### src/rtl/conv_encoder_framer.sv
// Rate-1/2 feed-forward convolutional encoder with fixed-length frame control.
// Optional zero-termination tail (K-1 symbols) is built when CONV_ENC_TAIL_EN is defined.
module conv_encoder_framer #(
    parameter int           K         = 3,
    parameter logic [K-1:0] G0        = 3'b111,
    parameter logic [K-1:0] G1        = 3'b101,
    parameter int           FRAME_LEN = 8
) (
    input  logic       i_clk,
    input  logic       i_rst,
    input  logic       i_start,
    input  logic       i_bit,
    input  logic       i_valid,
    output logic       o_ready,
    output logic [1:0] o_data,
    output logic       o_valid,
    input  logic       i_ready,
    output logic       o_start,
    output logic       o_last,
    output logic       o_busy
);

    localparam int CNT_W = $clog2(FRAME_LEN + 1);

`ifdef CONV_ENC_TAIL_EN
    localparam int TAIL_W = $clog2(K);

    typedef enum logic [1:0] {
        ST_IDLE = 2'd0,
        ST_DATA = 2'd1,
        ST_TAIL = 2'd2
    } state_t;
`else
    typedef enum logic [1:0] {
        ST_IDLE = 2'd0,
        ST_DATA = 2'd1
    } state_t;
`endif

    // Modulo-2 inner product of one generator with the tap vector.
    function automatic logic tap_parity(input logic [K-1:0] gen, input logic [K-1:0] taps);
        return ^(gen & taps);
    endfunction

    state_t             state_r;
    state_t             state_nxt_s;
    logic [K-2:0]       sr_r;
    logic [CNT_W-1:0]   cnt_r;
    logic               first_r;
`ifdef CONV_ENC_TAIL_EN
    logic [TAIL_W-1:0]  tail_cnt_r;
`endif

    logic               slot_free_s;
    logic               accept_s;
    logic               tail_emit_s;
    logic               load_s;
    logic               last_sym_s;
    logic               last_bit_s;
    logic               enc_bit_s;
    logic [K-1:0]       taps_s;
    logic [K-2:0]       sr_nxt_s;
    logic [1:0]         sym_s;

    // Encoder arithmetic: tap vector, coded symbol and shifted register contents.
    always_comb begin
        slot_free_s = !o_valid || i_ready;
        last_bit_s  = (cnt_r == CNT_W'(FRAME_LEN - 1));
        taps_s      = {enc_bit_s, sr_r};
        sr_nxt_s    = taps_s[K-1:1];
        sym_s       = {tap_parity(G1, taps_s), tap_parity(G0, taps_s)};
        load_s      = accept_s || tail_emit_s;
    end

    // Next-state logic and per-cycle accept/emit decisions.
    always_comb begin
        state_nxt_s = state_r;
        accept_s    = 1'b0;
        tail_emit_s = 1'b0;
        last_sym_s  = 1'b0;
        enc_bit_s   = 1'b0;
        case (state_r)
            ST_IDLE: begin
                if (i_start) begin
                    state_nxt_s = ST_DATA;
                end else begin
                    state_nxt_s = ST_IDLE;
                end
            end
            ST_DATA: begin
                enc_bit_s = i_bit;
                if (i_valid && slot_free_s) begin
                    accept_s = 1'b1;
                    if (last_bit_s) begin
`ifdef CONV_ENC_TAIL_EN
                        state_nxt_s = ST_TAIL;
`else
                        state_nxt_s = ST_IDLE;
                        last_sym_s  = 1'b1;
`endif
                    end else begin
                        state_nxt_s = ST_DATA;
                    end
                end else begin
                    state_nxt_s = ST_DATA;
                end
            end
`ifdef CONV_ENC_TAIL_EN
            ST_TAIL: begin
                // Flush zeros through the register to terminate the trellis.
                enc_bit_s = 1'b0;
                if (slot_free_s) begin
                    tail_emit_s = 1'b1;
                    if (tail_cnt_r == TAIL_W'(K - 2)) begin
                        state_nxt_s = ST_IDLE;
                        last_sym_s  = 1'b1;
                    end else begin
                        state_nxt_s = ST_TAIL;
                    end
                end else begin
                    state_nxt_s = ST_TAIL;
                end
            end
`endif
            default: begin
                state_nxt_s = ST_IDLE;
            end
        endcase
    end

    // Status outputs decoded from the registered state and output slot.
    always_comb begin
        o_ready = (state_r == ST_DATA) && slot_free_s;
        o_busy  = (state_r != ST_IDLE) || o_valid;
    end

    // FSM state register.
    always_ff @(posedge i_clk) begin
        if (i_rst) begin
            state_r <= ST_IDLE;
        end else begin
            state_r <= state_nxt_s;
        end
    end

    // Shift register, bit counter and first-symbol flag; a new frame always starts from zero state.
    always_ff @(posedge i_clk) begin
        if (i_rst) begin
            sr_r       <= '0;
            cnt_r      <= '0;
            first_r    <= 1'b0;
`ifdef CONV_ENC_TAIL_EN
            tail_cnt_r <= '0;
`endif
        end else if ((state_r == ST_IDLE) && i_start) begin
            sr_r       <= '0;
            cnt_r      <= '0;
            first_r    <= 1'b1;
`ifdef CONV_ENC_TAIL_EN
            tail_cnt_r <= '0;
`endif
        end else if (accept_s) begin
            sr_r    <= sr_nxt_s;
            cnt_r   <= cnt_r + CNT_W'(1);
            first_r <= 1'b0;
`ifdef CONV_ENC_TAIL_EN
        end else if (tail_emit_s) begin
            sr_r       <= sr_nxt_s;
            tail_cnt_r <= tail_cnt_r + TAIL_W'(1);
`endif
        end else begin
            sr_r    <= sr_r;
            cnt_r   <= cnt_r;
            first_r <= first_r;
        end
    end

    // Output symbol slot: a new symbol wins over a concurrent handshake, stalls hold everything.
    always_ff @(posedge i_clk) begin
        if (i_rst) begin
            o_valid <= 1'b0;
            o_data  <= 2'b00;
            o_start <= 1'b0;
            o_last  <= 1'b0;
        end else if (load_s) begin
            o_valid <= 1'b1;
            o_data  <= sym_s;
            o_start <= accept_s && first_r;
            o_last  <= last_sym_s;
        end else if (i_ready) begin
            o_valid <= 1'b0;
            o_data  <= o_data;
            o_start <= 1'b0;
            o_last  <= 1'b0;
        end else begin
            o_valid <= o_valid;
            o_data  <= o_data;
            o_start <= o_start;
            o_last  <= o_last;
        end
    end

endmodule

### config.mk
export PLATFORM = sky130hd
export DESIGN_NAME = conv_encoder_framer
export DESIGN_NICKNAME = d
export VERILOG_FILES = /design/src/rtl/conv_encoder_framer.sv
export SDC_FILE = /design/constraint.sdc
export NUM_CORES = 1
export LEC_CHECK = 0
export ABC_AREA = 1
export BUFFER_PORTS_ARGS = -buffer_cell sky130_fd_sc_hd__buf_2
export CAP_MARGIN = 15
export CORE_MARGIN = 2
export CORE_UTILIZATION = 32
export CTS_BUF_LIST = sky130_fd_sc_hd__clkbuf_16
export DETAILED_ROUTE_END_ITERATION = 10
export SETUP_SLACK_MARGIN = 0.02
export SKIP_LAST_GASP = 1
export SLEW_MARGIN = 20
export SYNTH_ARGS = -nofsm -noshare
export SYNTH_HDL_FRONTEND = slang
export SYNTH_SLANG_ARGS = --single-unit
### constraint.sdc
create_clock -name i_clk -period 0.9 [get_ports i_clk]
set_input_delay 0.135 -clock i_clk [delete_from_list [all_inputs] [get_ports i_clk]]
set_output_delay 0.135 -clock i_clk [all_outputs]
set_load 0.01 [all_outputs]
==> out/summary.txt, run 1 <==
run status - complete, but fails checks
Core Box Area - 0.00175 mm^2
first-pass GRT wire length - 2410 um
worst slew pin tran - 0.340 ns
setup TNS - -2.09 ns
CTS sink cnt - 13
die width - 47.5 um
most frequent cells in the layout - buf_2 (11), nand2_1 (10), a21oi_2 (9), nand2_2 (8), dfxtp_1 (8)
fill count - 153
Pre-Repair DR Iteration Count - 4
failing checks - setup timing
Mapped Nets - 88
Gate Count Post-Synth - 81
antenna violations before repair - 0
Non-Filler Instances - 133
final wirelength - 1620 um
CTS root buffer - clkbuf_16
endpoints failing setup - 15
Area contributors post-synth - dfxtp_1 (43%), nand2_1 (12%), a21oi_1 (9.1%)
total number of yosys warnings - 0
part of the cycle the worst path needs - 123%
Lkg Pwr - 0.479 nW
number of H-tree levels - 1
total gr overflow - 0
overall routing resource usage - 15.6%
# nets final - 116
final hold vios - 0
Vert. Die Dim - 47.5 um
Final ANT Viol Nets - 0
clk_lat worst skew - 0.24 ns
PwrDens - 1620 mW/mm^2
Placement Setup Slack - -0.127 ns
Setup WS post-layout - -0.207 ns
Slew Viols, Final - 0
fin crit period - 1.11 ns
routed vias - 620
layout cell share with drive strength beyond 1 - 65.7%
Initial Utilization - 34.7%
placer congestion estimate - 0.758
kind of critical path - reg -> out
leading area contributor after synthesis - dfxtp_1
vias in the first global route - 543
DP Wirelength - 996 um
slew margin rel. - 77.4%
Synth top area share - 43.0%
Hold Crit Class - in -> reg
Layout area overhead - 72.9%
Detailed Route Iter0 Violations - 8
Seq/Total Area, Yosys - 43.0%
antenna cells - 0
Critical Path AT - 0.97 ns
Cell Area, Synth - 606 um^2
Post-route DRC - 0
FMAX - 903 MHz
number of buffers created by CTS - 3
Min Hold Slack - 0.211 ns
Die ar. - 0.00226 mm^2
largest net degree at the start of global routing - 9
Max Buffers Root-to-Sink - 2
Max Cap Viol - 0
Pwr Total - 1.70 mW
wire per inst - 12.2 um
PortBufs - 12
Netlist cell types - 21
RSZ-0062 raised after global routing - yes
post-route cell area - 0.00105 mm^2
dpl cell area - 766 um^2
placed cell count - 125
Final Util - 60.0%
row cnt - 15
Worst Skew - 0.00476 ns
Worst setup EP type - primary output
Ports - 13
clk slew on worst S/H paths - 0.05 ns
Worst Setup Start Kind - flop
CTS tree - built
via/cell ratio - 4.66
Synth Area per Inst - 7.48 um^2
Worst VDD drop - 835 uV
CP Max Fanout - 3
FF+latch count, synth - 13
most common cell after layout, fill and taps aside - buf_2
Critical Path RT - 0.76 ns
area by class of cell:
type / count / area, um^2 / share of cell area [%]
Inverter: 11 / 52.6 / 5.02
Sequential cell: 13 / 269 / 25.7
Tap cell: 25 / 31.3 / 2.99
Multi-Input combinational cell: 56 / 428 / 40.9
Clock buffer: 3 / 75.1 / 7.17
Clock inverter: 1 / 3.75 / 0.358
Timing Repair Buffer: 24 / 188 / 17.9
final timing paths:
path,start,cells past startpoint,slack (ns),endpoint
worst max-delay path,o_valid$_SDFFE_PP0P_,5,-0.21,o_ready
worst min-delay path,i_bit,3,0.21,sr_r[1]$_SDFFE_PP0P_
worst max register to register,state_r[0]$_SDFF_PP0_,5,-0.18,sr_r[0]$_SDFFE_PP0P_
worst min register to register,o_last$_SDFFE_PP0P_,2,0.47,o_last$_SDFFE_PP0P_
metal layers:
metal,wire length [um],GRT usage [%],vias to the layer above
li1,-,-,313
met1,728,20.9,292
met2,807,24.1,9
met3,25,2.26,6
met4,59,8.33,0
met5,0,0,-
cell families after synthesis:
logic type,share of synthesized area [%]
adder cells (fa/ha/maj),2.07
AND/OR/NAND/NOR,29.3
XOR/XNOR,2.89
buffers and inverters,8.88
AO/OA/AOI/OAI,13.8
flip-flops,43.0
synthesized netlist by cell type:
library cell and n:
buf_6 1, nand2_1 20, nand3_1 5, clkinv_1 1, nand2_2 2, inv_2 2, nor2_1 5, o21ai_1 2
ha_1 1, nor3_1 1, xor2_1 2, a21oi_1 11, inv_1 7, clkinv_2 1, nand4_1 1, or2_2 1
o21ai_2 1, dfxtp_1 13, o21ai_0 2, nand3_4 1, nand2_4 1
timing repair:
item / CTS / global route
gates resized for setup: 25 / 22
setup endpoints to repair: 15 / 17
setup buffers: 3 / 1
hold buffers: 0 / 0
pin swaps: 7 / 7
endpoints found under the hold margin: 0 / 0
state kept, by name, summed over array words and instances, names as in the netlist:
signal	count
cnt_r	4
first_r	1
o_data	2
o_last	1
o_start	1
o_valid	1
sr_r	2
state_r	1
power by group:
part	switching [mW]	internal, mW	total (mW)
Combinational	0.135	0.117	0.252
Sequential	0.0199	0.597	0.617
Clock	0.240	0.586	0.826
critical path: stages (launching register included):
cell	delay, ns
dfxtp_2	0.35
nand2_4	0.07
buf_6	0.12
inv_4	0.04
nor2_2	0.03
buf_2	0.13
Power figures use the tool's default switching activity.
==> run 2: changes to the inputs <==
--- a/config.mk
+++ b/config.mk
@@ -12,6 +12,7 @@
 export CORE_UTILIZATION = 32
 export CTS_BUF_LIST = sky130_fd_sc_hd__clkbuf_16
 export DETAILED_ROUTE_END_ITERATION = 10
+export GPL_TIMING_DRIVEN = 0
 export SETUP_SLACK_MARGIN = 0.02
 export SKIP_LAST_GASP = 1
 export SLEW_MARGIN = 20
==> out/summary.txt, run 2 (synthesis gave the netlist of run 1 again) <==
register with the most flip-flops - cnt_r
PwrDens - 1790 mW/mm^2
CTS root buffer - clkbuf_16
clk slew on worst S/H paths - 0.04 ns
max reg flops - 4
placer congestion estimate - 0.679
CTS tree - built
part of the cycle the worst path needs - 121%
Max Cap Viol - 0
vias in the first global route - 544
Detailed Route Iter0 Violations - 4
number of H-tree levels - 1
Worst setup EP type - primary output
GR peak layer - met2
Worst Skew - 0.000757 ns
wire per inst - 10.6 um
met2 usage - 24.1%
Lkg Pwr - 0.416 nW
Ports - 13
Max Buffers Root-to-Sink - 2
Final Util - 52.3%
number of buffers created by CTS - 3
worst slew pin tran - 0.178 ns
Post-route DRC - 0
via/cell ratio - 4.59
top flop regs - cnt_r (4), o_data (2), sr_r (2)
met1 Resource Use GR - 17.7%
CTS sink cnt - 13
setup TNS - -1.56 ns
CP peak stage delay - 0.35 ns
antenna violations before repair - 0
CP max-delay cell - dfxtp_4
fin crit period - 1.09 ns
CP Max Fanout - 5
final wirelength - 1360 um
most common cell after layout, fill and taps aside - nand2_1
Critical Path AT - 0.96 ns
Hold Crit Class - in -> reg
CP delay by family, top - flip-flops
layout cell share with drive strength beyond 1 - 45.2%
DP Wirelength - 959 um
failing checks - setup timing
Min Hold Slack - 0.132 ns
# nets final - 112
most frequent cells in the layout - nand2_1 (19), buf_2 (11), dfxtp_1 (9), a21oi_1 (8), inv_1 (7)
Setup WS post-layout - -0.193 ns
met3 Track Usage GR - 4.53%
die width - 47.5 um
slew margin rel. - 88.1%
largest net degree at the start of global routing - 9
PortBufs - 12
overall routing resource usage - 15.2%
kind of critical path - reg -> out
Critical Path, Cell by Cell - or2_4 -> buf_6
Die ar. - 0.00226 mm^2
Slew Viols, Final - 0
hold buffer count at cts - 0
Worst Setup Start Kind - flop
final hold vios - 0
Critical Path RT - 0.76 ns
endpoints failing setup - 14
routed vias - 592
row cnt - 15
RSZ-0062 raised after global routing - yes
run status - complete, but fails checks
Pre-Repair DR Iteration Count - 4
Pwr Total - 1.63 mW
first-pass GRT wire length - 2310 um
Final ANT Viol Nets - 0
antenna cells - 0
Worst VDD drop - 1000 uV
Vert. Die Dim - 47.5 um
Core Box Area - 0.00175 mm^2
Initial Utilization - 34.7%
clk_lat worst skew - 0.24 ns
total gr overflow - 0
FMAX - 915 MHz
Buf/Inv on CP - 1
Placement Setup Slack - -0.109 ns
Layout area overhead - 50.6%
==> run 2: stage by stage <==
step / instances / area (um^2)
global route: 129 / 912
finish: 129 / 912
global placement: 118 / 717
detailed placement: 118 / 717
floorplan: 81 / 626
CTS: 128 / 882
==> run 2: cell type report <==
type                    count  area, um^2
plain buffers               1        11.3
multi-input cells          56         339
repair buffers             19         126
fillers                   181         833
clock buffers               3        75.1
well taps                  25        31.3
inverters                  11        50.0
clock inverters             1        3.75
flip-flops and latches     13         275
==> run 2: metal layers <==
metal | share of wire (%) | up-vias
li1 | - | 303
met2 | 51 | 8
met1 | 43 | 276
met4 | 3.0 | 0
met5 | 0 | -
met3 | 2.7 | 5
==> run 2: path summary, 6_finish.rpt <==
kind,startpoint,to,slack [ns],cells past startpoint
min,i_rst,o_start$_SDFFE_PP0P_,0.13,2
max,state_r[0]$_SDFF_PP0_,o_busy,-0.19,2
max reg2reg,state_r[0]$_SDFF_PP0_,cnt_r[0]$_SDFFE_PP0P_,-0.16,5
min reg2reg,o_data[1]$_SDFFE_PP0P_,o_data[1]$_SDFFE_PP0P_,0.46,2
==> run 2: report_power, final <==
| group | internal (mW) | leakage (nW) | switching, mW |
|---|---|---|---|
| logic | 0.0894 | 0.266 | 0.106 |
| registers | 0.591 | 0.109 | 0.0160 |
| clock network | 0.586 | 0.0423 | 0.244 |
| total | 1.27 | 0.416 | 0.366 |
==> run 2: what timing repair did <==
action | 4_1_cts | 5_1_grt
setup buffers | 5 | 1
resized for setup | 14 | 8
pin swaps | 3 | 1
setup endpoints to repair | 14 | 16
cloned | 1 | 0
==> run 3: changes to the inputs <==
--- a/config.mk
+++ b/config.mk
@@ -8,11 +8,12 @@
 export ABC_AREA = 1
 export BUFFER_PORTS_ARGS = -buffer_cell sky130_fd_sc_hd__buf_2
 export CAP_MARGIN = 15
-export CORE_MARGIN = 2
+export CORE_MARGIN = 5
 export CORE_UTILIZATION = 32
 export CTS_BUF_LIST = sky130_fd_sc_hd__clkbuf_16
 export DETAILED_ROUTE_END_ITERATION = 10
 export GPL_TIMING_DRIVEN = 0
+export PLACE_DENSITY = 0.5
 export SETUP_SLACK_MARGIN = 0.02
 export SKIP_LAST_GASP = 1
 export SLEW_MARGIN = 20
==> out/summary.txt, run 3 (synthesis gave the netlist of run 1 again) <==
run status - complete, but fails checks
failing checks - setup timing
part of the cycle the worst path needs - 121%
Setup WS post-layout - -0.190 ns
Placement Setup Slack - -0.105 ns
placed cell count - 118
placer congestion estimate - 0.703
die width - 53.5 um
CP peak stage delay - 0.35 ns
max reg flops - 4
largest net degree at the start of global routing - 9
Final ANT Viol Nets - 0
layout cell share with drive strength beyond 1 - 47.1%
Critical Path RT - 0.76 ns
Core Box Area - 0.00176 mm^2
register with the most flip-flops - cnt_r
Worst Skew - 0.00356 ns
DP Wirelength - 956 um
antenna cells - 0
antenna violations before repair - 0
Final Util - 53.3%
overall routing resource usage - 12.1%
Pre-Repair DR Iteration Count - 3
routed vias - 574
clk slew on worst S/H paths - 0.05 ns
Ports - 13
area of the multi-input gates - 354 um^2
top flop regs - cnt_r (4), o_data (2), sr_r (2)
Layout area overhead - 55.4%
final wirelength - 1400 um
Worst setup EP type - primary output
most common cell after layout, fill and taps aside - nand2_1
via/cell ratio - 4.45
Initial Utilization - 34.3%
Register Area - 275 um^2
wire per inst - 10.8 um
kind of critical path - reg -> out
number of buffers created by CTS - 3
row cnt - 15
CTS root buffer - clkbuf_16
CP Max Fanout - 3
clk_lat worst skew - 0.24 ns
Vert. Die Dim - 53.5 um
RSZ-0062 raised after global routing - yes
number of H-tree levels - 1
Min Hold Slack - 0.144 ns
# nets final - 112
fin crit period - 1.09 ns
Lkg Pwr - 0.426 nW
worst slew pin tran - 0.189 ns
Max Cap Viol - 0
fill count - 177
vias in the first global route - 542
setup TNS - -1.87 ns
Detailed Route Iter0 Violations - 6
Critical Path, Cell by Cell - or2_4 -> buf_6
Non-Filler Instances - 129
total gr overflow - 0
Critical Path AT - 0.96 ns
FMAX - 917 MHz
Slew Viols, Final - 0
slew margin rel. - 87.4%
PwrDens - 1730 mW/mm^2
hold buffer count at cts - 0
Die ar. - 0.00286 mm^2
Worst VDD drop - 1070 uV
CP max-delay cell - dfxtp_4
Hold Crit Class - in -> reg
PortBufs - 12
Max Buffers Root-to-Sink - 2
CTS sink cnt - 13
Worst Setup Start Kind - flop
CTS tree - built
Post-route DRC - 0
most frequent cells in the layout - nand2_1 (17), buf_2 (11), dfxtp_1 (9), inv_1 (7), a21oi_1 (7)
final hold vios - 0
first-pass GRT wire length - 2450 um
endpoints failing setup - 14
-- run 3: critical path: cells and delay by family (launching register included) --
family | cells | cell delay [ns]
and+or+nand+nor | 1 | 0.25
buffers and inverters | 1 | 0.12
DFF | 1 | 0.35
-- run 3: metal layers --
metal / global-route usage (%) / routed length [um]
met5: 0 / 0
met4: 5.11 / 13
met3: 3.66 / 47
met2: 18.6 / 702
met1: 15.5 / 634
-- run 3: cell type report --
type	instances	share of cell area (%)
sequential	13	29.3
buffer	1	1.20
clock buffer	3	7.98
clock inverter	1	0.399
inverter	11	5.05
multi-input combinational	56	37.6
tap	25	3.32
timing repair buffer	19	15.2
-- run 3: what timing repair did --
action | in CTS | in global routing
gates cloned | 1 | 0
pin swaps | 7 | 6
setup endpoints to repair | 14 | 15
buffers inserted | 4 | 2
gates resized for setup | 12 | 13
-- run 3: power breakdown --
part	internal (mW)	switching [mW]	leakage, nW
Clock	0.585	0.237	0.0423
Sequential	0.590	0.0173	0.109
Combinational	0.0925	0.108	0.275
-- run 3: path summary, 6_finish.rpt --
| check | startpoint | end | slack (ns) | depth (start not counted) |
|---|---|---|---|---|
| hold / removal | i_rst | o_data[0]$_SDFFE_PP0P_ | 0.14 | 2 |
| setup reg to reg | o_valid$_SDFFE_PP0P_ | cnt_r[0]$_SDFFE_PP0P_ | -0.16 | 6 |
| hold reg to reg | o_data[1]$_SDFFE_PP0P_ | o_data[1]$_SDFFE_PP0P_ | 0.46 | 2 |
| setup / recovery | o_valid$_SDFFE_PP0P_ | o_busy | -0.19 | 2 |
-- run 3: through the flow --
stage	power (mW)	area, um^2
finish	1.63	941
global route	1.71	941
CTS	1.62	871
detailed placement	0.770	717
global placement	0.769	717
floorplan	0.719	626
